$ cat src/rtl/bootprom_reader_if.sv
// Bundle of the command, EPROM bus and word-stream signals of the boot EPROM reader.
// master = the sequencer, slave = the surrounding system (command source, EPROMs, consumer).
interface bootprom_reader_if;
    logic        start;
    logic [14:0] start_addr;
    logic [15:0] count;
    logic        busy;
    logic        done;
    logic [14:0] rom_addr;
    logic        rom_ce_n;
    logic        rom_oe_n;
    logic [7:0]  rom_data_h;
    logic [7:0]  rom_data_l;
    logic [15:0] word_data;
    logic [14:0] word_addr;
    logic        word_valid;
    logic        word_ready;

    modport master (
        input  start, start_addr, count, rom_data_h, rom_data_l, word_ready,
        output busy, done, rom_addr, rom_ce_n, rom_oe_n, word_data, word_addr, word_valid
    );

    modport slave (
        output start, start_addr, count, rom_data_h, rom_data_l, word_ready,
        input  busy, done, rom_addr, rom_ce_n, rom_oe_n, word_data, word_addr, word_valid
    );
endinterface

$ cat src/rtl/bootprom_reader.sv
// Sequencer reading a high/low 27256 EPROM pair word by word and emitting
// each 16-bit word with its address on a valid/ready stream.
module bootprom_reader #(
    parameter int ACCESS_CYCLES = 4
) (
    input  logic               clk,
    input  logic               reset,
    bootprom_reader_if.master  bus
);

    typedef enum logic [2:0] {
        ST_IDLE   = 3'd0,
        ST_SETUP  = 3'd1,
        ST_ACCESS = 3'd2,
        ST_OUT    = 3'd3,
        ST_FIN    = 3'd4
    } state_t;

    state_t      r_state;
    state_t      w_state_next;

    logic [14:0] r_addr;
    logic [16:0] r_remaining;
    logic [3:0]  r_wait;
    logic [15:0] r_word_data;
    logic [14:0] r_word_addr;
    logic        r_word_valid;

    logic        w_start_go;
    logic        w_start_empty;
    logic        w_access_last;
    logic        w_xfer;
    logic        w_last_word;

    assign w_start_go    = (r_state == ST_IDLE) && bus.start && (bus.count != 16'd0);
    assign w_start_empty = (r_state == ST_IDLE) && bus.start && (bus.count == 16'd0);
    assign w_access_last = (r_state == ST_ACCESS) && (r_wait == 4'(ACCESS_CYCLES - 1));
    assign w_xfer        = (r_state == ST_OUT) && r_word_valid && bus.word_ready;
    assign w_last_word   = (r_remaining <= 17'd1);

    always_ff @(posedge clk) begin
        if (reset) begin
            r_state <= ST_IDLE;
        end else begin
            r_state <= w_state_next;
        end
    end

    always_comb begin
        w_state_next = r_state;
        case (r_state)
            ST_IDLE: begin
                if (w_start_go) begin
                    w_state_next = ST_SETUP;
                end else if (w_start_empty) begin
                    w_state_next = ST_FIN;
                end
            end
            ST_SETUP:  w_state_next = ST_ACCESS;
            ST_ACCESS: begin
                if (w_access_last) begin
                    w_state_next = ST_OUT;
                end
            end
            ST_OUT: begin
                if (w_xfer) begin
                    w_state_next = w_last_word ? ST_FIN : ST_SETUP;
                end
            end
            ST_FIN:    w_state_next = ST_IDLE;
            default:   w_state_next = ST_IDLE;
        endcase
    end

    // OE_n only ever falls in ACCESS, where CE_n is already low
    always_comb begin
        bus.busy     = 1'b0;
        bus.done     = 1'b0;
        bus.rom_ce_n = 1'b1;
        bus.rom_oe_n = 1'b1;
        case (r_state)
            ST_SETUP: begin
                bus.busy     = 1'b1;
                bus.rom_ce_n = 1'b0;
            end
            ST_ACCESS: begin
                bus.busy     = 1'b1;
                bus.rom_ce_n = 1'b0;
                bus.rom_oe_n = 1'b0;
            end
            ST_OUT: begin
                bus.busy = 1'b1;
            end
            ST_FIN: begin
                bus.done = 1'b1;
            end
            default: begin
            end
        endcase
    end

    // The address only advances when another word follows, so rom_addr keeps
    // showing the last location read once the command has finished.
    always_ff @(posedge clk) begin
        if (reset) begin
            r_addr       <= 15'd0;
            r_remaining  <= 17'd0;
            r_wait       <= 4'd0;
            r_word_data  <= 16'd0;
            r_word_addr  <= 15'd0;
            r_word_valid <= 1'b0;
        end else begin
            if (w_start_go) begin
                r_addr      <= bus.start_addr;
                r_remaining <= {1'b0, bus.count};
            end
            if (r_state == ST_SETUP) begin
                r_wait <= 4'd0;
            end else if (r_state == ST_ACCESS) begin
                r_wait <= r_wait + 4'd1;
            end
            if (w_access_last) begin
                r_word_data  <= {bus.rom_data_h, bus.rom_data_l};
                r_word_addr  <= r_addr;
                r_word_valid <= 1'b1;
            end
            if (w_xfer) begin
                r_word_valid <= 1'b0;
                r_remaining  <= r_remaining - 17'd1;
                if (!w_last_word) begin
                    r_addr <= r_addr + 15'd1;
                end
            end
        end
    end

    assign bus.rom_addr   = r_addr;
    assign bus.word_data  = r_word_data;
    assign bus.word_addr  = r_word_addr;
    assign bus.word_valid = r_word_valid;

endmodule
$ cat src/flat_wrapper.sv
// flat-port wrapper written by rule: the top's interface ports become plain ports
module bootprom_reader_flat 
#(
    parameter int ACCESS_CYCLES = 4
)
  (clk, reset, bus_start, bus_start_addr, bus_count, bus_rom_data_h, bus_rom_data_l, bus_word_ready, bus_busy, bus_done, bus_rom_addr, bus_rom_ce_n, bus_rom_oe_n, bus_word_data, bus_word_addr, bus_word_valid);
  bootprom_reader_if bus_i ();
  input  logic clk;
  input  logic reset;
  input wire logic [$bits(bus_i.start)-1:0] bus_start;
  input wire logic [$bits(bus_i.start_addr)-1:0] bus_start_addr;
  input wire logic [$bits(bus_i.count)-1:0] bus_count;
  input wire logic [$bits(bus_i.rom_data_h)-1:0] bus_rom_data_h;
  input wire logic [$bits(bus_i.rom_data_l)-1:0] bus_rom_data_l;
  input wire logic [$bits(bus_i.word_ready)-1:0] bus_word_ready;
  output wire logic [$bits(bus_i.busy)-1:0] bus_busy;
  output wire logic [$bits(bus_i.done)-1:0] bus_done;
  output wire logic [$bits(bus_i.rom_addr)-1:0] bus_rom_addr;
  output wire logic [$bits(bus_i.rom_ce_n)-1:0] bus_rom_ce_n;
  output wire logic [$bits(bus_i.rom_oe_n)-1:0] bus_rom_oe_n;
  output wire logic [$bits(bus_i.word_data)-1:0] bus_word_data;
  output wire logic [$bits(bus_i.word_addr)-1:0] bus_word_addr;
  output wire logic [$bits(bus_i.word_valid)-1:0] bus_word_valid;
  assign bus_i.start = bus_start;
  assign bus_i.start_addr = bus_start_addr;
  assign bus_i.count = bus_count;
  assign bus_i.rom_data_h = bus_rom_data_h;
  assign bus_i.rom_data_l = bus_rom_data_l;
  assign bus_i.word_ready = bus_word_ready;
  assign bus_busy = bus_i.busy;
  assign bus_done = bus_i.done;
  assign bus_rom_addr = bus_i.rom_addr;
  assign bus_rom_ce_n = bus_i.rom_ce_n;
  assign bus_rom_oe_n = bus_i.rom_oe_n;
  assign bus_word_data = bus_i.word_data;
  assign bus_word_addr = bus_i.word_addr;
  assign bus_word_valid = bus_i.word_valid;
  bootprom_reader #(.ACCESS_CYCLES(ACCESS_CYCLES)) u_core (.clk(clk), .reset(reset), .bus(bus_i));
endmodule
$ cat config.mk
export PLATFORM = sky130hd
export DESIGN_NAME = bootprom_reader_flat
export DESIGN_NICKNAME = d
export VERILOG_FILES = /design/src/rtl/bootprom_reader_if.sv /design/src/rtl/bootprom_reader.sv /design/src/flat_wrapper.sv
export SDC_FILE = /design/constraint.sdc
export NUM_CORES = 1
export LEC_CHECK = 0
export ABC_AREA = 1
export CAP_MARGIN = 20
export CORE_ASPECT_RATIO = 1.4
export CORE_UTILIZATION = 49
export CTS_CLUSTER_DIAMETER = 100
export CTS_CLUSTER_SIZE = 25
export DETAILED_ROUTE_END_ITERATION = 8
export DONT_BUFFER_PORTS = 1
export PLACE_DENSITY_LB_ADDON = 0.3
export REMOVE_ABC_BUFFERS = 1
export SLEW_MARGIN = 20
export SYNTH_ARGS = -nofsm -noshare
export SYNTH_HDL_FRONTEND = slang
export SYNTH_SLANG_ARGS = --single-unit
$ cat constraint.sdc
create_clock -name clk -period 3.4 [get_ports clk]
set_clock_uncertainty 0.05 [all_clocks]
set_input_delay 0.68 -clock clk [delete_from_list [all_inputs] [get_ports clk]]
set_output_delay 0.68 -clock clk [all_outputs]
set_load 0.01 [all_outputs]
==> results of run 1 <==
==> flip-flops by register name, indices dropped and copies added (netlist names) <==
register	count
u_core.r_state	3
u_core.bus.rom_addr	15
u_core.bus.word_valid	1
u_core.r_remaining	17
u_core.bus.word_addr	15
u_core.r_wait	4
u_core.bus.word_data	16
==> cell usage in the layout (no fill, tap or decap), types with 3 or more instances in the layout <==
master / netlist / routed
clkbuf_8: 0 / 9
clkinv_2: 0 / 3
nor3_1: 6 / 6
nand2_1: 120 / 120
ha_1: 4 / 4
nor2_1: 137 / 137
o21ai_1: 10 / 10
nand3_2: 3 / 3
a21oi_1: 24 / 24
dfxtp_1: 71 / 71
nand3_1: 38 / 38
a21oi_2: 8 / 8
nand2_2: 3 / 3
inv_6: 1 / 3
inv_1: 37 / 37
nand4_1: 5 / 5
nand3b_1: 4 / 4
o21ai_0: 39 / 39
inv_2: 3 / 3
xor2_1: 12 / 12
==> through the flow <==
| stage | instance area [µm²] | util | hold slack, ps | power, mW | setup slack [ps] |
|---|---|---|---|---|---|
| 2_1_floorplan | 3621 | - | 402.7 | 1.323 | 1463 |
| 3_3_place_gp | 3757 | 0.5073 | 415.5 | 1.425 | 1294 |
| 3_5_place_dp | 3757 | 0.5073 | 433.3 | 1.434 | 1113 |
| 4_1_cts | 3951 | 0.5334 | 323.9 | 2.112 | 1086 |
| 5_1_grt | 3951 | 0.5334 | 310.1 | 2.229 | 789.8 |
| 6_report | 3951 | 0.5334 | 334.5 | 2.108 | 1051 |
==> logic make-up (layout without fill, tap and decap cells) <==
logic type	count (synthesis)	after routing	synth area share
AO/OA/AOI/OAI	83	83	0.1198
XOR/XNOR	13	13	0.03028
flip-flops	71	71	0.3780
adder cells (fa/ha/maj)	4	4	0.01331
buffers and inverters	61	59	0.07920
AND/OR/NAND/NOR	328	328	0.3794
==> power groups by stage <==
stage          Sequential, mW  Combinational [mW]  Clock (mW)
2_1_floorplan           0.966               0.357           0
3_3_place_gp            0.987               0.437           0
3_5_place_dp            0.989               0.445           0
4_1_cts                 0.969               0.450       0.693
5_1_grt                 0.980               0.518       0.730
6_report                0.969               0.450       0.688
==> metal layers <==
layer / part of all wire / wire, µm / vias to the layer above
li1: - / - / 1773
met1: 0.39 / 3741 / 1553
met2: 0.51 / 4855 / 117
met3: 0.074 / 705 / 24
met4: 0.023 / 221 / 0
met5: 0 / 0 / -
==> path summary, 6_finish.rpt <==
path,start,endpoint,depth (start not counted)
setup / recovery,u_core.r_wait[0]$_SDFFE_PP0P_,u_core.bus.word_addr[14]$_SDFFE_PP0P_,6
hold / removal,reset,u_core.r_remaining[4]$_SDFFE_PP0P_,1
setup reg to reg,u_core.r_wait[0]$_SDFFE_PP0P_,u_core.bus.word_addr[14]$_SDFFE_PP0P_,6
hold reg to reg,u_core.r_remaining[16]$_SDFFE_PP0P_,u_core.r_remaining[16]$_SDFFE_PP0P_,2
==> final cells by class <==
class	instances	area [µm²]	area share
Clock buffer	9	123.9	0.03135
Sequential cell	71	1421	0.3597
Timing Repair Buffer	2	15.01	0.003800
Inverter	41	158.9	0.04022
Multi-Input combinational cell	428	2041	0.5165
Tap cell	97	121.4	0.03072
Clock inverter	7	70.07	0.01773
==> worst reg2reg max path, delay by kind of cell, from the launching register on <==
kind | cells | cell delay [ps]
AOI/OAI and AO/OA | 2 | 300
adders and majority gates | 1 | 220
buffers and inverters | 1 | 640
DFF | 1 | 380
and+or+nand+nor | 2 | 680
==> flow_metrics.env, run 1 <==
export IMPL_synth_edf_count=0
export IMPL_timing_final_hold_violations=0
export IMPL_die_h_um=105.6
export IMPL_grt_setup_unrepaired="false"
export IMPL_final_antenna_net_count=0
export IMPL_required_ps=3630
export IMPL_post_synth_top_area_fraction=0.3780
export IMPL_layout_cells_non_filler=655
export IMPL_synth_common_cells="137 x nor2_1, 120 x nand2_1, 71 x dfxtp_1, 39 x o21ai_0, 38 x nand3_1"
export IMPL_timing_setup_critical_path_class="flop to flop"
export IMPL_avgViaCountPerCell=5.293
export IMPL_total_congestion_overflow=0
export IMPL_core_area_um2=7407
export IMPL_cts_sinks=71
export IMPL_tritoncts="done"
export IMPL_chipWidth_um=76.03
export IMPL_use_met1=0.2543
export IMPL_ys_ff_latch=71
export IMPL_synth_top_area_cell="dfxtp_1"
export IMPL_yosys_most_used_dff="dfxtp_1"
export IMPL_post_synth_main_area_contributors="dfxtp_1 38%, nor2_1 14%, nand2_1 12%"
export IMPL_totalWireLength_um=9524
export IMPL_synth_cell_area_um2=3760
export IMPL_report_final_setup_viol=0
export IMPL_grt_pass1_vias=3352
export IMPL_p_switching_uw=737.3
export IMPL_maxCapViolations=0
export IMPL_synthArstFlopShare=0
export IMPL_power_ir_vdd_worst_mv=0.2715
export IMPL_layout_drive_gt1_share=0.08065
export IMPL_min_delay_path_class="primary input to flop"
export IMPL_path_clk_slew_ps=80
export IMPL_diodes=0
export IMPL_gr_usage_all_layers=0.2442
export IMPL_via_count=3467
export IMPL_cp_top_delay_family="simple AND/OR/NAND/NOR gates"
export IMPL_flow_area_growth_from_synthesis_pct=5.092
export IMPL_grt_max_degree=41
export IMPL_p_comb_frac=0.214
export IMPL_layout_filler_cells=765
export IMPL_fin_tns_setup_ps=0
export IMPL_floorplan_die_area_um2=8032
export IMPL_finalNetCount=608
export IMPL_post_cts_hold_buffer_count=0
export IMPL_avgRoutedWirePerCell_um=14.54
export IMPL_rows=37
export IMPL_critical_path_endpoint_type="flop"
export IMPL_synthesis_warning_total=0
export IMPL_r2r_slack_ps=1050
export IMPL_timing_max_slew_rel_slack=0.5063
export IMPL_synth_distinct_cells=33
export IMPL_globalplace_congestion=0.8983
export IMPL_yosys_cell_count_top_type="nor2_1"
export IMPL_power_leakage_nw=1.739
export IMPL_critPathSlowestCell="inv_2"
export IMPL_dpl_cell_count=639
export IMPL_grt_pass1_wl_um=15480
export IMPL_cts_root_buffer="clkbuf_8"
export IMPL_cp_max_fo=40
export IMPL_met2_usage=0.4312
export IMPL_internal_power_mw=1.370
export IMPL_initial_core_util=0.5076
export IMPL_cp_num_buf_inv=1
export IMPL_number_of_antenna_violations_at_the_first_check_in_global_routing=0
export IMPL_maxClockFrequency_ghz=0.4257
export IMPL_synth_seq_area_share=0.3780
export IMPL_critPathLaunchType="flop"
export IMPL_clock_insertion_delay_worst_skew_ps=350
export IMPL_portBuffers=0
export IMPL_layout_worst_path_cycle_share=0.6909
export IMPL_htree_levels=3
export IMPL_dr_first_iter_drc_count=198
export IMPL_arrival_ps=2580
export IMPL_clock_power_share=0.327
export IMPL_period_needed_ps=2349
export IMPL_run_status="completed"
export IMPL_power_per_cell_area_nw_per_um2=533.4
export IMPL_cts_repair_resized=0
export IMPL_initial_drt_pass_iterations=6
export IMPL_busiest_layer="met2"
export IMPL_cts_path_max_buffers=2
export IMPL_final_max_slew_violation_count=0
export IMPL_met3_usage=0.08745
export IMPL_syn_area_per_cell_um2=6.714
export IMPL_dp_hpwl_um=6785
export IMPL_power_frac_seq=0.460
export IMPL_io_pins=102
export IMPL_switching_power_share_of_the_total=0.3498
export IMPL_worst_path_cell_chain="ha_1 -> nor3b_1 -> nand2_2 -> inv_2 -> o21ai_1 -> a21oi_2"
export IMPL_drc=0
export IMPL_post_cts_repair_setup_buffers=0
export IMPL_synthesis_instances=560
export IMPL_max_slew_worst_pin_slew_ps=739.5
export IMPL_cpPeakStageDelay_ps=640
export IMPL_tritoncts_num_buffers=9
(Power assumes the default switching activity.)
==> run 2: changes to the inputs <==
Clock period 3.4 ns to 2.4 ns, I/O delays scaled along.
==> flow_metrics.env, run 2 (synthesis results as in run 1) <==
export IMPL_flow_area_growth_from_synthesis_pct=5.591
export IMPL_timing_final_hold_violations=0
export IMPL_timing_setup_critical_path_class="flop to output port"
export IMPL_initial_drt_pass_iterations=4
export IMPL_path_clk_slew_ps=80
export IMPL_fin_tns_setup_ps=0
export IMPL_maxClockFrequency_ghz=0.5024
export IMPL_largest_reg_flops=17
export IMPL_totalWireLength_um=9381
export IMPL_htree_levels=3
export IMPL_clock_power_share=0.302
export IMPL_total_congestion_overflow=0
export IMPL_portBuffers=0
export IMPL_grt_pass1_wl_um=15420
export IMPL_max_slew_worst_pin_slew_ps=608.1
export IMPL_switching_power_share_of_the_total=0.3636
export IMPL_most_common_layout_cells="137 x nor2_1, 120 x nand2_1, 71 x dfxtp_1, 39 x o21ai_0, 38 x nand3_1"
export IMPL_cp_max_fo=9
export IMPL_cts_path_max_buffers=2
export IMPL_met2WireLength_um=4695
export IMPL_gr_usage_all_layers=0.2422
export IMPL_grt_pass1_vias=3360
export IMPL_topRoutingLayerUsed="met4"
export IMPL_cts_root_buffer="clkbuf_8"
export IMPL_cts_repair_resized=0
export IMPL_most_common_library_cell_in_the_layout_ignoring_fill_and_taps="nor2_1"
export IMPL_top_register_by_number_of_flip_flops="u_core.r_remaining"
export IMPL_run_status="completed"
export IMPL_io_pins=102
export IMPL_via_count=3455
export IMPL_initial_core_util=0.5076
export IMPL_critical_path_endpoint_type="output port"
export IMPL_internal_power_mw=1.839
export IMPL_tritoncts_num_buffers=9
export IMPL_clock_insertion_delay_worst_skew_ps=360
export IMPL_drc=0
export IMPL_chipWidth_um=76.03
export IMPL_power_frac_seq=0.476
export IMPL_cts_sinks=71
export IMPL_route_met3_wl_um=482
export IMPL_period_needed_ps=1991
export IMPL_dp_hpwl_um=6673
export IMPL_avgViaCountPerCell=5.259
export IMPL_rows=37
export IMPL_power_per_cell_area_nw_per_um2=727.7
export IMPL_post_cts_repair_setup_buffers=0
export IMPL_report_final_setup_viol=0
export IMPL_post_cts_hold_buffer_count=0
export IMPL_power_leakage_nw=1.745
export IMPL_detail_route_wirelength_met1_um=3965
export IMPL_die_h_um=105.6
export IMPL_hold_worst_slack_ps=130.5
export IMPL_arrival_ps=1460
export IMPL_finalNetCount=610
export IMPL_final_max_slew_violation_count=0
export IMPL_avgRoutedWirePerCell_um=14.28
export IMPL_floorplan_die_area_um2=8032
export IMPL_diodes=0
export IMPL_critPathLaunchType="flop"
export IMPL_required_ps=1870
export IMPL_min_delay_path_class="primary input to flop"
export IMPL_power_ir_vdd_worst_mv=0.3521
export IMPL_timing_max_slew_rel_slack=0.5942
export IMPL_util_after_layout=0.5360
export IMPL_number_of_antenna_violations_at_the_first_check_in_global_routing=0
export IMPL_grt_max_degree=28
export IMPL_core_area_um2=7407
export IMPL_final_antenna_net_count=0
export IMPL_p_comb_frac=0.222
export IMPL_layout_drive_gt1_share=0.08393
export IMPL_grt_setup_unrepaired="false"
export IMPL_tritoncts="done"
export IMPL_layout_worst_path_cycle_share=0.8294
export IMPL_maxCapViolations=0
export IMPL_globalplace_congestion=0.9148
export IMPL_p_switching_mw=1.050
export IMPL_dr_first_iter_drc_count=196
==> run 2: final cells by class <==
class                           count  area, µm²
Fill cell                         777       3437
Multi-Input combinational cell    428       2041
Sequential cell                    71       1421
Inverter                           41      158.9
Clock buffer                        9      123.9
Tap cell                           97      121.4
Timing Repair Buffer                4      55.05
Clock inverter                      7      48.80
==> run 2: power by group through the flow <==
stage / combinational [mW] / sequential [mW] / clock (mW)
after floorplan: 0.506 / 1.37 / 0
after CTS: 0.637 / 1.38 / 0.887
after global placement: 0.621 / 1.40 / 0
after detailed placement: 0.633 / 1.40 / 0
final: 0.641 / 1.38 / 0.872
after global routing: 0.738 / 1.39 / 0.930
==> run 2: metal layers <==
| layer | GRT usage | up-vias |
|---|---|---|
| li1 | - | 1778 |
| met1 | 0.2725 | 1563 |
| met2 | 0.4305 | 92 |
| met3 | 0.04848 | 22 |
| met4 | 0.1236 | 0 |
| met5 | 0 | - |
==> run 2: path summary, 6_finish.rpt <==
path / startpoint / to / slack [ps] / cells past startpoint
max: u_core.r_state[1]$_SDFFE_PP0P_ / bus_rom_ce_n / 410 / 5
min: reset / u_core.r_state[0]$_SDFFE_PP0P_ / 130 / 1
max reg2reg: u_core.bus.rom_addr[1]$_SDFF_PP0_ / u_core.bus.rom_addr[12]$_SDFF_PP0_ / 600 / 10
min reg2reg: u_core.r_remaining[16]$_SDFFE_PP0P_ / u_core.r_remaining[16]$_SDFFE_PP0P_ / 440 / 2
==> run 2: worst max-delay path: stages, from the launching register on <==
cell	delay, ps
dfxtp_1	410
inv_2	70
nor3_4	330
inv_2	130
nand2_1	80
inv_1	80
==> run 2: metrics by stage <==
| stage | std cells | power [mW] | setup slack (ps) | instance area, µm² |
|---|---|---|---|---|
| finish | 657 | 2.889 | 409.4 | 3970 |
| global route | 657 | 3.059 | 271.3 | 3970 |
| CTS | 657 | 2.899 | 374.8 | 3970 |
| detailed placement | 641 | 2.036 | 493.3 | 3797 |
| global placement | 641 | 2.020 | 544.8 | 3797 |
| floorplan | 540 | 1.875 | 552.0 | 3621 |
==> run 3: changes to the inputs <==
Clock period 2.4 ns to 1.9 ns, I/O delays scaled along.
==> flow_metrics.env, run 3 (synthesis results as in run 1) <==
export IMPL_timing_final_hold_violations=0
export IMPL_final_max_slew_violation_count=0
export IMPL_power_leakage_nw=1.843
export IMPL_number_of_antenna_violations_at_the_first_check_in_global_routing=0
export IMPL_globalplace_congestion=0.9108
export IMPL_most_common_library_cell_in_the_layout_ignoring_fill_and_taps="nor2_1"
export IMPL_dp_hpwl_um=6983
export IMPL_timing_max_slew_rel_slack=0.7263
export IMPL_tritoncts_num_buffers=9
export IMPL_clock_power_share=0.348
export IMPL_worst_r2r_cell_count=6
export IMPL_maxClockFrequency_ghz=0.5778
export IMPL_totalWireLength_um=9862
export IMPL_avgViaCountPerCell=5.436
export IMPL_r2r_slack_ps=200
export IMPL_power_per_cell_area_nw_per_um2=968.7
export IMPL_finalNetCount=625
export IMPL_report_final_setup_viol=0
export IMPL_cts_root_buffer="clkbuf_8"
export IMPL_hold_worst_slack_ps=27.14
export IMPL_core_area_um2=7407
export IMPL_timing_setup_critical_path_class="flop to output port"
export IMPL_rows=37
export IMPL_period_needed_ps=1731
export IMPL_clock_insertion_delay_worst_skew_ps=360
export IMPL_final_antenna_net_count=0
export IMPL_via_count=3653
export IMPL_critPathLaunchType="flop"
export IMPL_tritoncts="done"
export IMPL_cp_max_fo=4
export IMPL_layout_cells_non_filler=672
export IMPL_chipWidth_um=76.03
export IMPL_regToRegEndpoint="u_core.bus.rom_addr[5]$_SDFF_PP0_"
export IMPL_largest_reg_flops=17
export IMPL_worst_flop_to_flop_path_startpoint="u_core.r_state[2]$_SDFFE_PP0P_"
export IMPL_die_h_um=105.6
export IMPL_power_ir_vdd_worst_mv=0.5896
export IMPL_power_frac_seq=0.426
export IMPL_floorplan_die_area_um2=8032
export IMPL_grt_max_degree=58
export IMPL_fin_tns_setup_ps=0
export IMPL_drc=0
export IMPL_min_delay_path_class="primary input to flop"
export IMPL_grt_pass1_wl_um=15830
export IMPL_grt_pass1_vias=3416
export IMPL_initial_core_util=0.5076
export IMPL_initial_drt_pass_iterations=4
export IMPL_dr_first_iter_drc_count=306
export IMPL_top_register_by_number_of_flip_flops="u_core.r_remaining"
export IMPL_arrival_ps=1300
export IMPL_layout_filler_cells=745
export IMPL_diodes=0
export IMPL_critical_path_endpoint_type="output port"
export IMPL_layout_drive_gt1_share=0.1113
export IMPL_area_sequential_um2=1423
export IMPL_p_comb_frac=0.227
export IMPL_flow_area_growth_from_synthesis_pct=10.25
export IMPL_cts_sinks=71
export IMPL_multi_input_area_um2=2056
export IMPL_portBuffers=0
export IMPL_maxCapViolations=0
export IMPL_crit_start="u_core.r_state[1]$_SDFFE_PP0P_"
export IMPL_avgRoutedWirePerCell_um=14.68
export IMPL_layout_worst_path_cycle_share=0.9109
export IMPL_switching_power_share_of_the_total=0.3416
export IMPL_total_congestion_overflow=0
export IMPL_cts_path_max_buffers=2
export IMPL_path_clk_slew_ps=80
export IMPL_htree_levels=3
export IMPL_critPathCapture="bus_rom_ce_n"
export IMPL_max_slew_worst_pin_slew_ps=407.3
export IMPL_required_ps=1470
export IMPL_io_pins=102
export IMPL_p_switching_mw=1.372
export IMPL_internal_power_mw=2.644
export IMPL_grt_setup_unrepaired="false"
export IMPL_most_common_layout_cells="137 x nor2_1, 120 x nand2_1, 70 x dfxtp_1, 39 x o21ai_0, 38 x nand3_1"
export IMPL_dpl_cell_count=654
export IMPL_gr_usage_all_layers=0.2478
export IMPL_run_status="completed"
## run 3: cell types whose count changed in the layout (fill, tap and decap cells not counted), sizes merged
cell    previous run  this run
bufinv             0         2
clkinv             5         2
inv               42        43
buf                4        18
nand3             42        43
## run 3: through the flow
| stage | setup WS (ps) | area [µm²] | util | power, mW |
|---|---|---|---|---|
| 2_1_floorplan | 52.01 | 3621 | - | 2.368 |
| 3_3_place_gp | 153.9 | 3895 | 0.5258 | 2.611 |
| 3_5_place_dp | 117.4 | 3895 | 0.5258 | 2.628 |
| 4_1_cts | 105.3 | 4129 | 0.5574 | 4.005 |
| 5_1_grt | 23.72 | 4145 | 0.5596 | 4.227 |
| 6_report | 169.3 | 4145 | 0.5596 | 4.016 |
## run 3: power by group through the flow
stage               combinational [mW]  sequential (mW)  clock [mW]
floorplan                        0.640             1.73           0
global placement                 0.877             1.73           0
detailed placement               0.889             1.74           0
CTS                              0.902             1.70        1.40
global route                      1.02             1.72        1.48
finish                           0.911             1.71        1.40
## run 3: repair_timing
action                     CTS  global route
resized for setup            0             2
hold buffers                 0             0
setup endpoints to repair    1             8
pin swaps                    1             1
cloned                       0             1
setup buffers                1             0
## run 3: layout make-up
class / count / share of cell area
sequential: 71 / 0.3432
inverter: 41 / 0.03833
multi-input combinational: 429 / 0.4959
clock inverter: 7 / 0.02475
tap: 97 / 0.02928
timing repair buffer: 18 / 0.03864
clock buffer: 9 / 0.02988
## run 3: layer usage
| layer | share of wire | wire length, µm | GRT usage |
|---|---|---|---|
| met1 | 0.39 | 3844 | 0.2669 |
| met5 | 0 | 0 | 0 |
| met2 | 0.52 | 5092 | 0.4506 |
| met3 | 0.069 | 676 | 0.07273 |
| met4 | 0.025 | 248 | 0.09890 |
## run 3: worst min path at each step
stage / from / end / cells past startpoint
global route: reset / u_core.r_remaining[15]$_SDFFE_PP0P_ / 1
CTS: reset / u_core.r_remaining[14]$_SDFFE_PP0P_ / 1
global placement: reset / u_core.r_remaining[6]$_SDFFE_PP0P_ / 1
floorplan: reset / u_core.r_remaining[14]$_SDFFE_PP0P_ / 1
finish: reset / u_core.r_remaining[1]$_SDFFE_PP0P_ / 1
detailed placement: reset / u_core.r_remaining[5]$_SDFFE_PP0P_ / 1
## run 3: critical path, stage by stage (launching register included)
cell and delay [ps]:
dfxtp_1 430, inv_2 80, nor3_4 200, inv_2 90
nand2_1 60, inv_1 80
